$ cat src/rtl/fpga_cfg_pkg.sv
// Shared fixed-point configuration for the LSM datapath.
// Holds the Q-format widths and the common saturation helper.
package fpga_cfg_pkg;

    localparam int FP_WIDTH = 32;
    localparam int FP_QINT  = 15;
    localparam int FP_QFRAC = 16;

    // Clamp a sign-extended wide value into a signed w-bit range.
    function automatic logic signed [127:0] saturate(
        input logic signed [127:0] v,
        input int unsigned         w
    );
        logic signed [127:0] hi;
        logic signed [127:0] lo;
        hi = (128'sd1 <<< (w - 1)) - 128'sd1;
        lo = -(128'sd1 <<< (w - 1));
        if (v > hi)
            return hi;
        else if (v < lo)
            return lo;
        else
            return v;
    endfunction

endpackage

$ cat src/rtl/fx_div.sv
// Signed fixed-point divider: restoring, one quotient bit per cycle,
// valid/ready on both sides, saturated WIDTH-bit quotient.
module fx_div
    import fpga_cfg_pkg::*;
#(
    parameter int WIDTH = FP_WIDTH,
    parameter int QINT  = FP_QINT,
    parameter int QFRAC = FP_QFRAC,
    parameter int NUM_W = 64
) (
    input  logic                    clk,
    input  logic                    rst_n,
    input  logic                    valid_in,
    output logic                    ready_out,
    input  logic signed [NUM_W-1:0] numerator,
    input  logic signed [WIDTH-1:0] denominator,
    output logic                    valid_out,
    input  logic                    ready_in,
    output logic signed [WIDTH-1:0] result,
    output logic                    div_by_zero
);

    typedef enum logic [1:0] {IDLE, BUSY, DONE} fxdiv_state_t;

    localparam int CW = $clog2(NUM_W + 1);

    if (QINT + QFRAC + 1 != WIDTH) begin : g_fmt_check
        $error("fx_div: QINT + QFRAC + 1 must equal WIDTH");
    end

    fxdiv_state_t     state;
    logic [WIDTH:0]   rem;
    logic [NUM_W-1:0] num_r;
    logic [NUM_W:0]   quot;
    logic [WIDTH-1:0] dvs;
    logic             sign_q;
    logic             num_neg;
    logic             dz;
    logic [CW-1:0]    cnt;

    logic [NUM_W:0]          mag;
    logic [WIDTH-1:0]        dabs;
    logic [WIDTH+1:0]        rem_sh;
    logic [WIDTH+1:0]        rem_nx;
    logic                    ge;
    logic signed [NUM_W+1:0] qs;
    logic signed [127:0]     wide;

    assign ready_out = (state == IDLE);

    always_comb begin
        mag = numerator[NUM_W-1] ? -{numerator[NUM_W-1], numerator}
                                 : {1'b0, numerator};
        dabs = denominator[WIDTH-1] ? -denominator : denominator;
        rem_sh = {rem, num_r[NUM_W-1]};
        ge = rem_sh >= {2'b00, dvs};
        rem_nx = ge ? rem_sh - {2'b00, dvs} : rem_sh;
        qs = $signed({1'b0, quot});
        if (sign_q)
            qs = -qs;
        wide = {{(128 - NUM_W - 2){qs[NUM_W+1]}}, qs};
        // A zero divisor forces full-scale with the numerator's sign.
        if (dz)
            wide = num_neg ? {1'b1, {127{1'b0}}} : {1'b0, {127{1'b1}}};
    end

    always_ff @(posedge clk or negedge rst_n) begin
        if (!rst_n) begin
            state       <= IDLE;
            rem         <= '0;
            num_r       <= '0;
            quot        <= '0;
            dvs         <= '0;
            sign_q      <= 1'b0;
            num_neg     <= 1'b0;
            dz          <= 1'b0;
            cnt         <= '0;
            valid_out   <= 1'b0;
            result      <= '0;
            div_by_zero <= 1'b0;
        end else begin
            unique case (state)
                IDLE: begin
                    if (valid_in) begin
                        // Magnitude MSB preloads the remainder; it is
                        // always below a non-zero divisor.
                        rem     <= {{WIDTH{1'b0}}, mag[NUM_W]};
                        num_r   <= mag[NUM_W-1:0];
                        quot    <= '0;
                        dvs     <= dabs;
                        sign_q  <= numerator[NUM_W-1] ^ denominator[WIDTH-1];
                        num_neg <= numerator[NUM_W-1];
                        dz      <= (denominator == '0);
                        cnt     <= CW'(NUM_W);
                        state   <= BUSY;
                    end
                end
                BUSY: begin
                    if (cnt != '0) begin
                        rem   <= (WIDTH + 1)'(rem_nx);
                        num_r <= {num_r[NUM_W-2:0], 1'b0};
                        quot  <= {quot[NUM_W-1:0], ge};
                        cnt   <= cnt - 1'b1;
                    end else begin
                        result      <= WIDTH'(saturate(wide, WIDTH));
                        div_by_zero <= dz;
                        valid_out   <= 1'b1;
                        state       <= DONE;
                    end
                end
                DONE: begin
                    if (ready_in) begin
                        valid_out <= 1'b0;
                        state     <= IDLE;
                    end
                end
                default: state <= IDLE;
            endcase
        end
    end

endmodule

$ cat config.mk
export PLATFORM = sky130hd
export DESIGN_NAME = fx_div
export DESIGN_NICKNAME = d
export VERILOG_FILES = /design/src/rtl/fpga_cfg_pkg.sv /design/src/rtl/fx_div.sv
export SDC_FILE = /design/constraint.sdc
export NUM_CORES = 1
export LEC_CHECK = 0
export BUFFER_PORTS_ARGS = -buffer_cell sky130_fd_sc_hd__buf_2
export CAP_MARGIN = 20
export CORE_MARGIN = 2
export CORE_UTILIZATION = 25
export CTS_CLUSTER_SIZE = 20
export DETAILED_ROUTE_END_ITERATION = 12
export GPL_ROUTABILITY_DRIVEN = 0
export PLACE_DENSITY = 0.38
export SETUP_SLACK_MARGIN = 0.02
export SYNTH_ARGS = -nofsm -noshare
export SYNTH_HDL_FRONTEND = slang
export SYNTH_SLANG_ARGS = --single-unit
$ cat constraint.sdc
create_clock -name clk -period 10.05 [get_ports clk]
set_clock_uncertainty 0.2 [all_clocks]
set_input_delay 0.5025 -clock clk [delete_from_list [all_inputs] [get_ports clk]]
set_output_delay 0.5025 -clock clk [all_outputs]
set_load 0.01 [all_outputs]
==> run metrics <==
achievable frequency about 200 MHz; sequential power share a little over a quarter; internal power 3.381 mW; drt total wl 51600 um; endpoints failing setup 0; Syn Area/Cell ~8.1 um2; Core Footprint 64120 um2; most frequent cells after synthesis 291 x nand2_1, 240 x dfrtp_1, 205 x o21ai_0; worst slew pin tran 1.030 ns; Post-layout nets approximately 2200; busiest layer in global routing met2; CP endpoint kind flip-flop; Synth top area share 37.22%; Final TNS setup 0 ns; Max FO, Critical Path 17; Max IR drop VDD roughly 0.00013 V; HPWL after detailed placement 35760 um; crit path from quot[11]; Synth Area in Simple Gates 23.82%; Clock Path Buffers 3; DRT antenna net count 0; Compound-Gate Fraction of Synth Area 20.88%; Vias/cell 5.004; met1 usage 20.84%; met2 Use GR roughly 25%; I/O Buffers 134; FF-to-FF path depth 11; RSZ-0062 raised after global routing false; Worst Path Required approximately 10 ns; Leakage 8.044 nW; ANT cells 0; Clock Sinks 240; cell taking the most area after synthesis dfrtp_1; Worst R2R End result[0]; DRC Markers 0; dpl cell area 17520 um2; H-Tree Depth 2; Vias 14700; worst r2r src quot[11]; Routed WL per cell roughly 18 um; Die Height 258.1 um; cts hold-fix bufs 1; initial antenna violation count 2; Starting Density 25.17%; final worst slack 5.136 ns; largest net degree at the start of global routing 94; crit path capture result[0]; Post-Syn Instances 2000; largest family of logic cells by synthesized area simple AND/OR/NAND/NOR gates; post-synth net total 2138; GR Util met3 2.297%; later-pin clock latency in the skew report between 0.5 and 0.6 ns; post-synth cell types 79; total die area 66600 um2; fin crit period just under 5 ns; # rows 93; final worst path period share between 40% and 50%; Clock power frac 19.6%; type of the most critical hold path input pin to flip-flop; crit start category flip-flop; combinational cell fraction of total power a little over half; TritonCTS clock tree built; first-pass GRT wire length 82470 um; All-Layer GR Usage 15.37%; Sw Share 45.28%; Syn Std Cell Area 16140 um2; global route overflow 0; ranking of synthesized cells by area dfrtp_1 37%, nand2_1 6.8%, o21ai_0 6.4%, xor2_1 5.8%, a21oi_1 3.8%; ys async rst share 100.0%; status finished, final reports clean; number of CTS-inserted buffers 34; post-synthesis register bit count 240; PwrDens 331.1 nW/um2; switching pwr 2.798 mW; Synth Area in Adders under 10%; Synth warnings 0; IO Pins 135; max_cap viols 0; filler cell count 6924; Crit Path Category flip-flop to flip-flop; area growth from synthesis to layout 15.65%; vias in the first global route 14390; First-pass DRT Iterations 5; post-route cell area 18660 um2; post-cts resize count 0; register-to-register setup slack between 5 and 6 ns; Setup WS pre-CTS 5.101 ns; Die Width 258.1 um; root buf cell clkbuf_16; Post-synth top flop dfrtp_1; post-synthesis sequential area ratio around 37%; headroom to the max-slew limit 31.33%; post-synthesis xor/xnor area fraction 9.010%; hold path cells 2; multiplexer share of the synthesized area under 10%; Max Slew Vio Count 0; EDFF count, synth 0; data arrival time of the worst path 5.13 ns; clock slew at reported path FFs 0.06 ns; # Post-CTS Setup Buffers 0; initial DRC count 825; share of cells above drive strength 1 about an eighth; most common cell in the netlist nand2_1; final hold viol count 0
logic make-up (layout without fill, tap and decap cells):
kind of cell / count (synthesis) / count (layout)
compound gates: 548 / 548
xor+xnor: 166 / 166
fa+ha+maj: 38 / 38
buf+inv: 198 / 280
flops: 240 / 240
mux: 18 / 18
simple gates: 792 / 792
registers in the layout, indices dropped and copies added, names as in the netlist:
register and count:
quot 65, num_r 64, rem 33, dvs 32, result 32, cnt 7, state 2, div_by_zero 1
dz 1, num_neg 1, sign_q 1, valid_out 1
layout make-up:
cell class | count | area [um2] | area share [%]
clock buffer | 53 | 1012 | 5.424
clock inverter | 8 | 115.1 | 0.6168
inverter | 64 | 240.2 | 1.287
multi-input combinational | 1562 | 9376 | 50.24
sequential | 240 | 6007 | 32.19
tap | 855 | 1070 | 5.733
timing repair buffer | 155 | 840.8 | 4.506
power groups by stage:
stage	Clock, mW	Sequential (mW)	Combinational, mW
2_1_floorplan	0	1.59	2.54
3_3_place_gp	0	1.65	3.34
3_5_place_dp	0	1.65	3.37
4_1_cts	1.26	1.64	3.37
5_1_grt	1.30	1.69	3.80
6_report	1.21	1.64	3.33
stage by stage:
step	power [mW]	hold WS, ns	std cells	util (%)
floorplan	4.134	0.006909	2000	-
global placement	4.992	0.2560	2875	27.33
detailed placement	5.019	0.2650	2875	27.33
CTS	6.275	0.008141	2937	29.11
global route	6.785	0.05942	2937	29.11
finish	6.179	0.06427	2937	29.11
how the worst min path moves through the flow:
stage,startpoint,endpoint,slack [ns]
final,ready_in,state[1],0.06
after detailed placement,num_r[39],num_r[39],0.26
after floorplan,rst_n,cnt[0],0.007
after global routing,ready_in,state[1],0.06
after CTS,ready_in,state[1],0.008
after global placement,num_r[39],num_r[39],0.26
routing by layer:
layer	vias up	wire, um	share of wire, %
li1	7219	-	-
met1	7109	24420	47
met2	295	23920	46
met3	71	2158	4.2
met4	4	1074	2.1
met5	-	27	0.052
cells in the final DEF (no fill, tap or decap), types with 6 or more instances in the layout:
cell,netlist,final
nand2_1,291,289
dfrtp_1,240,239
o21ai_0,205,205
nor2_1,153,151
buf_2,5,133
a21oi_1,124,124
nand3_1,111,111
xor2_1,107,107
inv_1,62,62
xnor2_1,59,59
o31ai_1,53,52
or3_1,39,39
nor3_1,38,38
ha_1,37,37
clkbuf_16,0,34
or4_1,29,29
nor4_1,23,23
a21o_1,23,23
o41ai_1,22,22
o22ai_1,20,20
buf_4,0,20
nand2b_1,18,18
nand4_1,16,16
mux2i_1,14,14
and2_1,11,11
nor2b_1,11,10
a31oi_1,10,10
clkbuf_1,107,10
or2_2,9,9
a311oi_1,9,9
clkbuf_8,0,9
and3_1,7,7
o21a_1,7,7
o21ai_2,7,7
a221o_1,6,6
nor3b_1,6,6
nand4b_1,6,6
critical path, stage by stage, from the launching register on:
cell and delay [ns]:
dfrtp_1 0.41, or4_4 0.59, nor4_2 0.40, and3_1 0.51, nand3_1 0.32, o31a_1 0.44, or4_4 0.53, nor4b_2 0.27
nand4_1 0.14, a211oi_2 0.44, or2b_4 0.36, o311ai_1 0.16
(Power assumes the default switching activity.)
